### config.mk
export PLATFORM = sky130hd
export DESIGN_NAME = vote_capture_flat
export DESIGN_NICKNAME = d
export VERILOG_FILES = /design/src/rtl/vote_pkg.sv /design/src/rtl/vote_capture_if.sv /design/src/rtl/btn_sync.sv /design/src/rtl/vote_capture.sv /design/src/flat_wrapper.sv
export SDC_FILE = /design/constraint.sdc
export NUM_CORES = 1
export LEC_CHECK = 0
export BUFFER_PORTS_ARGS = -buffer_cell sky130_fd_sc_hd__buf_2
export CAP_MARGIN = 5
export CORE_MARGIN = 1.5
export CORE_UTILIZATION = 35
export DETAILED_ROUTE_END_ITERATION = 16
export SYNTH_ARGS = -nofsm -noshare
export SYNTH_HDL_FRONTEND = slang
export SYNTH_SLANG_ARGS = --single-unit
### constraint.sdc
create_clock -name clk -period 4.7 [get_ports clk]
set_input_delay 0.94 -clock clk [delete_from_list [all_inputs] [get_ports clk]]
set_output_delay 0.94 -clock clk [all_outputs]
set_load 0.02 [all_outputs]
### src/rtl/vote_pkg.sv
// vote_pkg: candidate codes, capture FSM states and one-hot helper shared with the vote logger.
package vote_pkg;
  localparam logic [3:0] CAND_1 = 4'b0001;
  localparam logic [3:0] CAND_2 = 4'b0010;
  localparam logic [3:0] CAND_3 = 4'b0100;
  localparam logic [3:0] CAND_4 = 4'b1000;
  typedef enum logic [2:0] {IDLE, DEBOUNCE, FIRE, WAIT_RELEASE, LOCKOUT} state_t;
  function automatic logic is_onehot4(input logic [3:0] v);
    return (v != 4'd0) && ((v & (v - 4'd1)) == 4'd0);
  endfunction
endpackage

### src/rtl/vote_capture_if.sv
// vote_capture_if: mode/button inputs and vote outputs; invalid_press exists only with VOTE_CAPTURE_INVALID_EN.
interface vote_capture_if;
  logic       mode;
  logic [3:0] btn;
  logic       vote_logged;
  logic [3:0] candidate;
  logic       busy;
`ifdef VOTE_CAPTURE_INVALID_EN
  logic       invalid_press;
  modport master (output mode, btn, input vote_logged, candidate, busy, invalid_press);
  modport slave  (input mode, btn, output vote_logged, candidate, busy, invalid_press);
`else
  modport master (output mode, btn, input vote_logged, candidate, busy);
  modport slave  (input mode, btn, output vote_logged, candidate, busy);
`endif
endinterface

### src/rtl/btn_sync.sv
// btn_sync: W-bit two-flop synchroniser, async active-low reset to 0.
module btn_sync #(
  parameter int W = 4
) (
  input  logic         clk,
  input  logic         rst_n,
  input  logic [W-1:0] d,
  output logic [W-1:0] q
);
  logic [W-1:0] meta;
  always_ff @(posedge clk or negedge rst_n)
    if (!rst_n) begin
      meta <= '0;
      q    <= '0;
    end else begin
      meta <= d;
      q    <= meta;
    end
endmodule

### src/rtl/vote_capture.sv
// vote_capture: debounced single-vote capture with multi-press reject and post-vote lockout.
// Define VOTE_CAPTURE_INVALID_EN to add the invalid_press pulse.
module vote_capture
  import vote_pkg::*;
#(
  parameter int DEBOUNCE_CYCLES = 10,
  parameter int LOCKOUT_CYCLES  = 100,
  parameter int CNT_W           = 8
) (
  input logic clk,
  input logic reset_all,
  vote_capture_if.slave bus
);
  localparam logic [CNT_W-1:0] DB_END = CNT_W'(DEBOUNCE_CYCLES);
  localparam logic [CNT_W-1:0] LK_END = CNT_W'(LOCKOUT_CYCLES - 1);
  state_t           state, state_n;
  logic [CNT_W-1:0] cnt, cnt_n, cnt_inc;
  logic [3:0]       sb, sample, sample_n, cand;
  logic             vote;
  btn_sync #(.W(4)) u_sync (.clk(clk), .rst_n(reset_all), .d(bus.btn), .q(sb));
  assign cnt_inc = &cnt ? cnt : cnt + CNT_W'(1);
  always_comb begin
    state_n  = state;
    cnt_n    = cnt;
    sample_n = sample;
    case (state)
      IDLE:
        if (!bus.mode && sb != 4'd0) begin
          sample_n = sb;
          cnt_n    = CNT_W'(1);
          state_n  = DEBOUNCE;
        end
      DEBOUNCE:
        if (sb != sample || sb == 4'd0) begin
          cnt_n   = '0;
          state_n = IDLE;
        end else if (bus.mode) begin
          cnt_n   = '0;
          state_n = WAIT_RELEASE;
        end else if (cnt == DB_END) begin
          cnt_n   = '0;
          state_n = is_onehot4(sample) ? FIRE : WAIT_RELEASE;
        end else
          cnt_n = cnt_inc;
      FIRE: begin
        cnt_n   = '0;
        state_n = WAIT_RELEASE;
      end
      WAIT_RELEASE:
        if (sb != 4'd0)
          cnt_n = '0;
        else if (cnt == DB_END) begin
          cnt_n   = '0;
          state_n = LOCKOUT;
        end else
          cnt_n = cnt_inc;
      LOCKOUT:
        if (cnt == LK_END) begin
          cnt_n   = '0;
          state_n = IDLE;
        end else
          cnt_n = cnt_inc;
      default: state_n = IDLE;
    endcase
  end
  always_ff @(posedge clk or negedge reset_all)
    if (!reset_all) begin
      state  <= IDLE;
      cnt    <= '0;
      sample <= '0;
      vote   <= 1'b0;
      cand   <= '0;
    end else begin
      state  <= state_n;
      cnt    <= cnt_n;
      sample <= sample_n;
      vote   <= state_n == FIRE;
      cand   <= state_n == FIRE ? sample : cand;
    end
  assign bus.vote_logged = vote;
  assign bus.candidate   = cand;
  assign bus.busy        = state != IDLE;
`ifdef VOTE_CAPTURE_INVALID_EN
  logic inv;
  // With mode low, DEBOUNCE only falls into WAIT_RELEASE on a completed non-one-hot count.
  always_ff @(posedge clk or negedge reset_all)
    if (!reset_all) inv <= 1'b0;
    else inv <= state == DEBOUNCE && state_n == WAIT_RELEASE && !bus.mode;
  assign bus.invalid_press = inv;
`endif
endmodule
### src/flat_wrapper.sv
// flat-port wrapper written by rule: the top's interface ports become plain ports
module vote_capture_flat import vote_pkg::*;
#(
  parameter int DEBOUNCE_CYCLES = 10,
  parameter int LOCKOUT_CYCLES  = 100,
  parameter int CNT_W           = 8
)
  (clk, reset_all, bus_mode, bus_btn, bus_vote_logged, bus_candidate, bus_busy);
  vote_capture_if bus_i ();
  input logic clk;
  input logic reset_all;
  input wire logic [$bits(bus_i.mode)-1:0] bus_mode;
  input wire logic [$bits(bus_i.btn)-1:0] bus_btn;
  output wire logic [$bits(bus_i.vote_logged)-1:0] bus_vote_logged;
  output wire logic [$bits(bus_i.candidate)-1:0] bus_candidate;
  output wire logic [$bits(bus_i.busy)-1:0] bus_busy;
  assign bus_i.mode = bus_mode;
  assign bus_i.btn = bus_btn;
  assign bus_vote_logged = bus_i.vote_logged;
  assign bus_candidate = bus_i.candidate;
  assign bus_busy = bus_i.busy;
  vote_capture #(.DEBOUNCE_CYCLES(DEBOUNCE_CYCLES), .LOCKOUT_CYCLES(LOCKOUT_CYCLES), .CNT_W(CNT_W)) u_core (.clk(clk), .reset_all(reset_all), .bus(bus_i));
endmodule
==> results of run 1 <==
power groups by stage:
stage	combinational, mW	clock, mW	sequential (mW)
6_report	0.0131	0.192	0.248
5_1_grt	0.0152	0.207	0.248
4_1_cts	0.0136	0.197	0.248
3_5_place_dp	0.0135	0	0.253
3_3_place_gp	0.0133	0	0.252
2_1_floorplan	0.00492	0	0.252
layer usage:
layer | routed length [um] | track usage, % | vias up
met2 | 1650 | 27.6 | 28
li1 | - | - | 539
met5 | 0 | 0 | -
met3 | 115 | 3.67 | 9
met1 | 1320 | 17.2 | 582
met4 | 44 | 3.83 | 0
area by class of cell:
type	count	share of cell area [%]
Clock inverter	1	1.83
Timing Repair Buffer	12	3.67
Tap cell	50	3.82
Sequential cell	28	42.8
Clock buffer	3	2.52
Multi-Input combinational cell	101	44.5
Inverter	4	0.917
flip-flops by register name, indices dropped and copies added (netlist names):
| name | count |
|---|---|
| u_core.bus.vote_logged | 1 |
| u_core.bus.candidate | 4 |
| u_core.state | 3 |
| u_core.u_sync.q | 4 |
| u_core.cnt | 8 |
| u_core.u_sync.meta | 4 |
| u_core.sample | 4 |
kinds of logic after synthesis:
logic type / count (synthesis) / synth area share (%)
AOI/OAI and AO/OA: 25 / 13.3
xor gates and xnor gates: 5 / 2.99
adders and majority gates: 2 / 1.71
buffers and inverters: 7 / 2.39
DFF: 28 / 47.9
muxes: 8 / 6.15
and+or+nand+nor: 61 / 25.6
Yosys cell counts (all sizes together), types with 2 or more instances:
master and instances:
xnor2 5, dfrtp 28, nor2 11, nand4 3, nor4 2, nand3 3, nand2 10, a32oi 2
and3 2, o21ai 4, o32a 4, or3b 2, buf 2, mux2 8, or3 3, nor3 13
a2bb2oi 4, inv 4, ha 2, nor3b 2, nor4b 2, a21oi 3
final timing paths:
check / startpoint / endpoint / slack (ns) / cells past startpoint
hold / removal: u_core.u_sync.meta[2] / u_core.u_sync.q[2] / 0.36 / 0
min in group asynchronous: reset_all / u_core.cnt[3] / 0.66 / 1
max in group asynchronous: reset_all / u_core.bus.candidate[1] / 3.62 / 1
hold reg to reg: u_core.u_sync.meta[2] / u_core.u_sync.q[2] / 0.36 / 0
setup reg to reg: u_core.cnt[0] / u_core.cnt[0] / 2.43 / 7
setup / recovery: u_core.state[2] / bus_busy / 2.35 / 2
through the flow:
stage,util (%),cells,worst slack (ns)
4_1_cts,40.9,199,2.35
6_report,40.9,199,2.35
3_5_place_dp,39.2,195,2.43
2_1_floorplan,-,136,2.68
5_1_grt,40.9,199,2.27
3_3_place_gp,39.2,195,2.43
critical path, cell delays in order (launching register included):
cell	delay [ns]
dfrtp_1	0.45
or3_1	0.48
buf_2	0.20
placed cells by master, fill, tap and decap left out, drive strengths merged, types with 2 or more instances in the layout:
master   count
nor3b        2
a32oi        2
nor3        13
nand3        3
buf         12
mux2         8
a21oi        3
ha           2
o32a         4
or3b         2
nand2       10
a2bb2oi      4
nor2        11
o21ai        4
xnor2        5
or3          3
dfrtp       28
clkbuf       3
nand4        3
nor4         2
inv          4
and3         2
nor4b        2
==> key figures, run 1 <==
Drt
  – Initial DRT Pass Iterations: 4
  – DRT Wirelength: 3.14 mm
  – DR vias/cell: around 5.8
  – DRC viols: 0
  – Remaining antenna violation count: 0
  – Post-DR wirelength/cell: roughly 16 um
  – Vias: 1,158
  – Initial DRC count: 71

Die
  – DIE AREA: 0.00458 mm2
  – Top-Level Pins: 13
  – Starting Density: 36.6%
  – Die Width: 67.7 um
  – Die H: 67.7 um
  – Core area: 0.00400 mm2
  – Rows: 23

Final layout
  – Fill cells: 401
  – Final std cell area, no fill: 0.00164 mm2
  – Share of cells above drive strength 1: 20.1%
  – Number of nets in the layout: approximately 160
  – Area grow syn2layout: 11.9%
  – Multi-input logic area: 728 um2
  – FF/Latch Area: about 700 um2
  – ANT cells: 0

Clock tree
  – Clock transition at path regs: 0.10 ns
  – Clock sinks: 28
  – Skew-Pair Late Insertion Delay: 0.28 ns
  – CTS resizes: 0
  – CTS root buf: clkbuf_8
  – H-tree Lvls: 1
  – CTS max path bufs: 2
  – Post-CTS setup buffers: 0
  – TritonCTS clock tree: yes
  – Hold buffers post-CTS: 0
  – Num CTS Buffers: 3

Logic synthesis
  – Sequential element share of the synthesized area: 47.9%
  – Yosys reg bits: 28
  – Synth Cell Area: 0.00146 mm2
  – Area contributors post-synth: dfrtp_1, nor3_1, mux2_1
  – Yosys top cell area share: between 40% and 50%
  – Synthesized instance count: 136
  – Post-synth EDFFs: 0
  – Syn avg cell area: 10.8 um2
  – Leading area contributor after synthesis: dfrtp_1
  – Syn. warnings: 0
  – Synthesized Nets: 145
  – Asr flop ratio synth: 100%
  – Cell variety after synth: 45
  – Top_reg_cell synth: dfrtp_1

Setup path
  – Worst-path fanout max: 7
  – Startpoint Class: flip-flop
  – Worst path arrival time: 1.41 ns
  – Critical path capture point type: output port
  – Critical path class: reg -> out
  – Worst endpoint required time: 3.76 ns

Placement
  – HPWL after detailed placement: approximately 2.2 mm
  – GP Congestion: 0.830
  – Number of port buffers: 12
  – Placed inst area: 0.00157 mm2

Power and ir drop
  – Register share of total power: 54.7%
  – Lkg Pwr: 0.706 nW
  – VDD IR max: 0.175 mV
  – Int Pwr: 0.363 mW
  – Switch Pwr: roughly 0.090 mW
  – Sw frac: about a fifth
  – Clk pwr share: 42.4%
  – Power Total: 0.453 mW
  – Cell Pwr Density: 277 mW/mm2
  – Logic pwr share: approximately 2.9%

STA
  – Final Setup Violations: 0
  – Max-slew violations: 0
  – Worst Skew: 0.00934 ns
  – Slew HR: 58.3%
  – Setup TNS: 0 ns
  – Final period utilization: 50.0%
  – Minimum clock period: 2.35 ns
  – Slew @ Worst Pin: 0.625 ns
  – RSZ-0062 raised after global routing: false
  – Hold Slack: 0.357 ns
  – Hold Violations, Final: 0
  – Maximum clock rate: 426 MHz

Run
  – Max Cap Viol: 0

GRT
  – Gr ovfl total: 0
  – Vias in the first global route: between 1,000 and 1,500
  – GR Util All Layers: between 10 and 15%
  – First-pass GRT wire length: between 5 and 6 mm
  – Largest net degree at the start of global routing: 29
  – Initial antenna violation count: 0

Outcome
  – Status: finished, final reports clean

Hold path
  – Hold WC Path Type: reg -> reg
Power figures use the tool's default switching activity.
==> run 2, diff against run 1 <==
- ABC_AREA: unset -> 1
- clock period: 4.7 -> 2.1 ns (I/O delays scaled with it)
==> run 2 against run 1 <==
Compared with the run above: wire length is 9.3% lower; critical path depth is 1 higher; synthesized cell count is 43% higher; combinational power grew to 52 times the previous value; clock skew is 0.0059 ns lower; core utilization is 1.0 points higher; sequential share of layout area is 1.9 points lower; first-iteration DRC count is 11% lower; largest cell class unchanged; highest routed layer unchanged.
==> key figures, run 2 <==
Outcome
  – Status: finished, final reports clean

Logic synthesis
  – Synth Cell Area: about 0.0015 mm2
  – Area contributors post-synth: dfrtp_1, nand2_1, inv_1
  – Leading area contributor after synthesis: dfrtp_1
  – Most frequent cell after synthesis: nand2_1
  – Yosys reg bits: 28
  – Syn avg cell area: between 7 and 8 um2
  – Synthesized instance count: 195
  – Sequential element share of the synthesized area: 46.1%
  – Post-synth EDFFs: 0
  – Asr flop ratio synth: 100%
  – Cell variety after synth: 23
  – Synth cell count leaders: nand2_1, inv_1, dfrtp_1, nor2_1, nand3_1
  – Synthesized Nets: ~200
  – Syn. warnings: 0
  – Yosys top cell area share: between 40 and 50%
  – Top_reg_cell synth: dfrtp_1

Placement
  – GP Congestion: around 0.76
  – Pre-CTS worst setup slack: 0.478 ns
  – HPWL after detailed placement: 2.13 mm
  – Number of port buffers: 12

GRT
  – Initial antenna violation count: 0
  – Grt met1 use: 20.2%
  – GRT met2 Usage: 23.4%
  – GR Util All Layers: between 10 and 15%
  – Vias in the first global route: 1,213
  – Busiest layer in global routing: met2
  – Gr ovfl total: 0
  – First-pass GRT wire length: 5.23 mm
  – Largest net degree at the start of global routing: 29
  – Met3 Use GR: under 10%

Drt
  – Initial DRT Pass Iterations: 4
  – Initial DRC count: 63
  – DRT Wirelength: 2.84 mm
  – Remaining antenna violation count: 0
  – Vias: between 1,000 and 1,500
  – DRC viols: 0
  – DR vias/cell: 4.65
  – Post-DR wirelength/cell: 10.9 um

Die
  – Starting Density: between 30% and 40%
  – Rows: 23
  – Die Width: 68.9 um
  – Core area: 0.00409 mm2
  – Die H: 68.9 um
  – DIE AREA: 0.00475 mm2
  – Top-Level Pins: 13

STA
  – Slew @ Worst Pin: 0.622 ns
  – Final period utilization: ~80%
  – Setup TNS: 0 ns
  – Hold Violations, Final: 0
  – Final worst setup slack: 0.436 ns
  – Maximum clock rate: 601 MHz
  – Max-slew violations: 0
  – Worst Skew: 0.00347 ns
  – Slew HR: 58.5%
  – RSZ-0062 raised after global routing: false
  – Final Setup Violations: 0
  – Minimum clock period: 1.66 ns

Clock tree
  – Clock transition at path regs: 0.10 ns
  – Hold buffers post-CTS: 0
  – H-tree Lvls: 1
  – Post-CTS setup buffers: 0
  – CTS resizes: 0
  – CTS max path bufs: 2
  – CTS root buf: clkbuf_8
  – TritonCTS clock tree: yes
  – Clock sinks: 28
  – Num CTS Buffers: 3
  – Skew-Pair Late Insertion Delay: 0.28 ns

Setup path
  – Cell family with most CP delay: flip-flops
  – Critical path class: reg -> out
  – Startpoint Class: flip-flop
  – Worst-path fanout max: 4
  – Worst path arrival time: 1.24 ns
  – Critical path capture point type: output port
  – Crit-path cells: nor3_2 -> inv_1 -> buf_2
  – Worst endpoint required time: 1.68 ns
  – CP peak stage delay: 0.43 ns
  – Slowest CP cell: dfrtp_1
  – CP bufs+invs: 2

Run
  – Max Cap Viol: 0

Final layout
  – Largest register FFs: 8
  – Biggest register: u_core.cnt
  – Commonest cells after routing, fill and taps aside: nand2_1, inv_1, dfrtp_1, nor2_1, nand3_1
  – Number of nets in the layout: 221
  – ANT cells: 0
  – Most common cell after layout, fill and taps aside: nand2_1
  – Share of cells above drive strength 1: roughly 15%
  – Area grow syn2layout: 12.7%

Hold path
  – Hold WC Path Type: in -> async

Power and ir drop
  – VDD IR max: 0.424 mV
  – Lkg Pwr: 0.897 nW
  – Cell Pwr Density: 1100 mW/mm2
## run 2: metal layers
layer / share of wire (%) / routed length [um]
met1: 52 / 1470
met2: 44 / 1260
met3: 2.6 / 74
met4: 1.4 / 39
met5: 0 / 0
## run 2: final cells by class
| type | count | area (um2) |
|---|---|---|
| tap | 50 | 62.6 |
| sequential | 28 | 701 |
| multi-input combinational | 137 | 708 |
| clock buffer | 3 | 41.3 |
| fill | 440 | 2370 |
| timing repair buffer | 12 | 60.1 |
| clock inverter | 1 | 30.0 |
| inverter | 30 | 113 |
## run 2: cell families after synthesis
group	Yosys count	synth area share [%]
simple gates	111	35.4
buf+inv	30	7.40
flops	28	46.1
compound gates	21	7.81
xor+xnor	3	1.73
fa+ha+maj	2	1.64
## run 2: path summary, 6_finish.rpt
kind | from | endpoint | slack, ns | depth (start not counted)
worst max-delay path | u_core.state[2] | bus_busy | 0.44 | 3
worst min-delay path | reset_all | u_core.u_sync.meta[3] | 0.15 | 1
worst max register to register | u_core.cnt[0] | u_core.bus.candidate[0] | 0.48 | 11
worst min register to register | u_core.u_sync.meta[3] | u_core.u_sync.q[3] | 0.36 | 0
max in group asynchronous | reset_all | u_core.state[2] | 1.55 | 1
min in group clk | bus_btn[3] | u_core.u_sync.meta[3] | 0.24 | 1
## run 2: worst reg2reg max path: cells and delay by family (launching register included)
family	cells	cell delay, ns
DFF	1	0.43
and+or+nand+nor	9	0.86
adders and majority gates	1	0.16
buffers and inverters	1	0.09
## run 2: metrics by stage
stage / power (mW) / cell area (um2) / instances / util, % / hold slack (ns)
after floorplan: 1.30 / 1520 / 195 / - / 0.124
after global placement: 1.47 / 1640 / 257 / 40.2 / 0.332
after detailed placement: 1.48 / 1640 / 257 / 40.2 / 0.335
after CTS: 1.91 / 1720 / 261 / 42.0 / 0.168
after global routing: 2.07 / 1720 / 261 / 42.0 / 0.175
final: 1.88 / 1720 / 261 / 42.0 / 0.148
## run 2: power breakdown
group          switching, mW  total (mW)  internal (mW)
clock                  0.171       0.427          0.255
sequential             0.125       0.782          0.658
combinational          0.433       0.676          0.243
total                  0.729        1.88           1.16
==> run 3, diff against run 2 <==
- clock period: 2.1 -> 1.75 ns (I/O delays scaled with it)
==> run 3 against run 2 <==
Compared with the run above: setup slack lost 0.35 ns; non-clock buffer count grew 3; critical endpoint unchanged; via count grew 3.4%; register-to-register slack lost 0.29 ns.
==> key figures, run 3 (synthesis results as in run 2) <==
Outcome
  – Status: finished, final reports clean

Placement
  – Placed inst area: 0.00165 mm2
  – DP Cell Count: 258
  – GP Congestion: 0.772
  – Number of port buffers: 12
  – HPWL after detailed placement: 2.14 mm

Final layout
  – Finished Layout Cells: roughly 260
  – Biggest register: u_core.cnt
  – ANT cells: 0
  – Final std cell area, no fill: roughly 0.0017 mm2
  – Most common cell after layout, fill and taps aside: nand2_1
  – Number of nets in the layout: between 200 and 250
  – Finished Core Util: 42.7%
  – Share of cells above drive strength 1: 16.8%
  – Commonest cells after routing, fill and taps aside: nand2_1, inv_1, dfrtp_1, nor2_1, nand3_1
  – Area grow syn2layout: 14.8%
  – Largest register FFs: 8
  – Fill cells: 438

Clock tree
  – H-tree Lvls: 1
  – Clock sinks: 28
  – Num CTS Buffers: 3
  – TritonCTS clock tree: yes
  – Clock transition at path regs: 0.10 ns
  – CTS root buf: clkbuf_8
  – Skew-Pair Late Insertion Delay: 0.28 ns
  – CTS max path bufs: 2

Setup path
  – Worst path arrival time: 1.31 ns
  – Worst endpoint required time: 1.40 ns
  – FF-to-FF End: u_core.bus.candidate[2]
  – Critical path capture point type: output port
  – Worst-path fanout max: 5
  – Startpoint Class: flip-flop
  – Critical path class: reg -> out
  – Register-to-Register Path Depth: 11
  – RR Startpoint: u_core.cnt[0]
  – R2R Setup Slk: about 0.19 ns

STA
  – RSZ-0062 raised after global routing: false
  – Slew @ Worst Pin: between 0.6 and 0.7 ns
  – Worst Skew: 0.00202 ns
  – Setup TNS: 0 ns
  – Maximum clock rate: 602 MHz
  – Hold Violations, Final: 0
  – Final Setup Violations: 0
  – Max-slew violations: 0
  – Minimum clock period: 1.66 ns
  – Final period utilization: between 90% and 100%
  – Slew HR: 59.1%

GRT
  – Gr ovfl total: 0
  – GR Util All Layers: 15.2%
  – Largest net degree at the start of global routing: 29
  – Initial antenna violation count: 0
  – Vias in the first global route: between 1,000 and 1,500
  – First-pass GRT wire length: 5.38 mm

Drt
  – Remaining antenna violation count: 0
  – DRC viols: 0
  – DR vias/cell: 4.75
  – Initial DRC count: 51
  – Post-DR wirelength/cell: ~11 um
  – DRT Wirelength: 2.94 mm
  – Vias: 1,255
  – Initial DRT Pass Iterations: 4

Run
  – Max Cap Viol: 0

Power and ir drop
  – Cell Pwr Density: between 1000 and 1500 mW/mm2
  – Power Total: 2.30 mW
  – VDD IR max: 0.422 mV
  – Lkg Pwr: 0.918 nW

Die
  – Top-Level Pins: 13
  – Starting Density: 37.2%
  – Die Width: roughly 69 um
  – DIE AREA: 0.00475 mm2
  – Die H: 68.9 um
  – Core area: 0.00409 mm2
  – Rows: 23

Hold path
  – Hold WC Path Type: in -> async
run 3: cell types whose count changed in the layout (fill, tap and decap cells not counted), sizes merged:
cell | previous run | this run
buf | 12 | 15
run 3: worst max-delay path by stage:
stage	startpoint	to
floorplan	u_core.cnt[0]	u_core.bus.candidate[0]
global placement	u_core.cnt[0]	u_core.bus.candidate[3]
detailed placement	u_core.cnt[0]	u_core.bus.candidate[2]
CTS	u_core.state[0]	bus_busy
global route	u_core.state[0]	bus_busy
finish	u_core.state[0]	bus_busy
run 3: metrics by stage:
stage | hold WS (ns) | setup WS (ns)
3_5_place_dp | 0.336 | 0.126
6_report | 0.0736 | 0.0886
3_3_place_gp | 0.332 | 0.155
2_1_floorplan | 0.0544 | 0.270
4_1_cts | 0.104 | 0.0827
5_1_grt | 0.115 | 0.00573
run 3: report_power, final:
group          internal [mW]  switching (mW)
Clock                  0.306           0.207
Sequential             0.790           0.146
Combinational          0.321           0.531
Total                   1.42           0.884
run 3: routing by layer:
metal | routed length (um) | GRT usage [%] | part of all wire (%) | vias up
met2 | 1320 | 24.3 | 45 | 24
met1 | 1480 | 21.2 | 50 | 573
met3 | 99 | 2.44 | 3.4 | 4
li1 | - | - | - | 654
met5 | 0 | 0 | 0 | -
met4 | 42 | 4.41 | 1.4 | 0
run 3: layout make-up:
type	count	area, um2	share of cell area [%]
clock buffer	3	41.3	2.36
clock inverter	1	30.0	1.72
inverter	30	113	6.45
multi-input combinational	137	717	41.0
sequential	28	701	40.1
tap	50	62.6	3.58
timing repair buffer	15	82.6	4.73
run 3: critical path, stage by stage (launching register included):
cell and delay, ns:
dfrtp_1 0.44, nor3_2 0.26, buf_4 0.16, inv_1 0.03
buf_2 0.14
run 3: what timing repair did:
item / 4_1_cts / 5_1_grt
endpoints found under the hold margin: 0 / 0
setup buffers: 0 / 2
endpoints found under the setup margin: 0 / 10
gates resized for setup: 0 / 3
hold buffers: 0 / 0
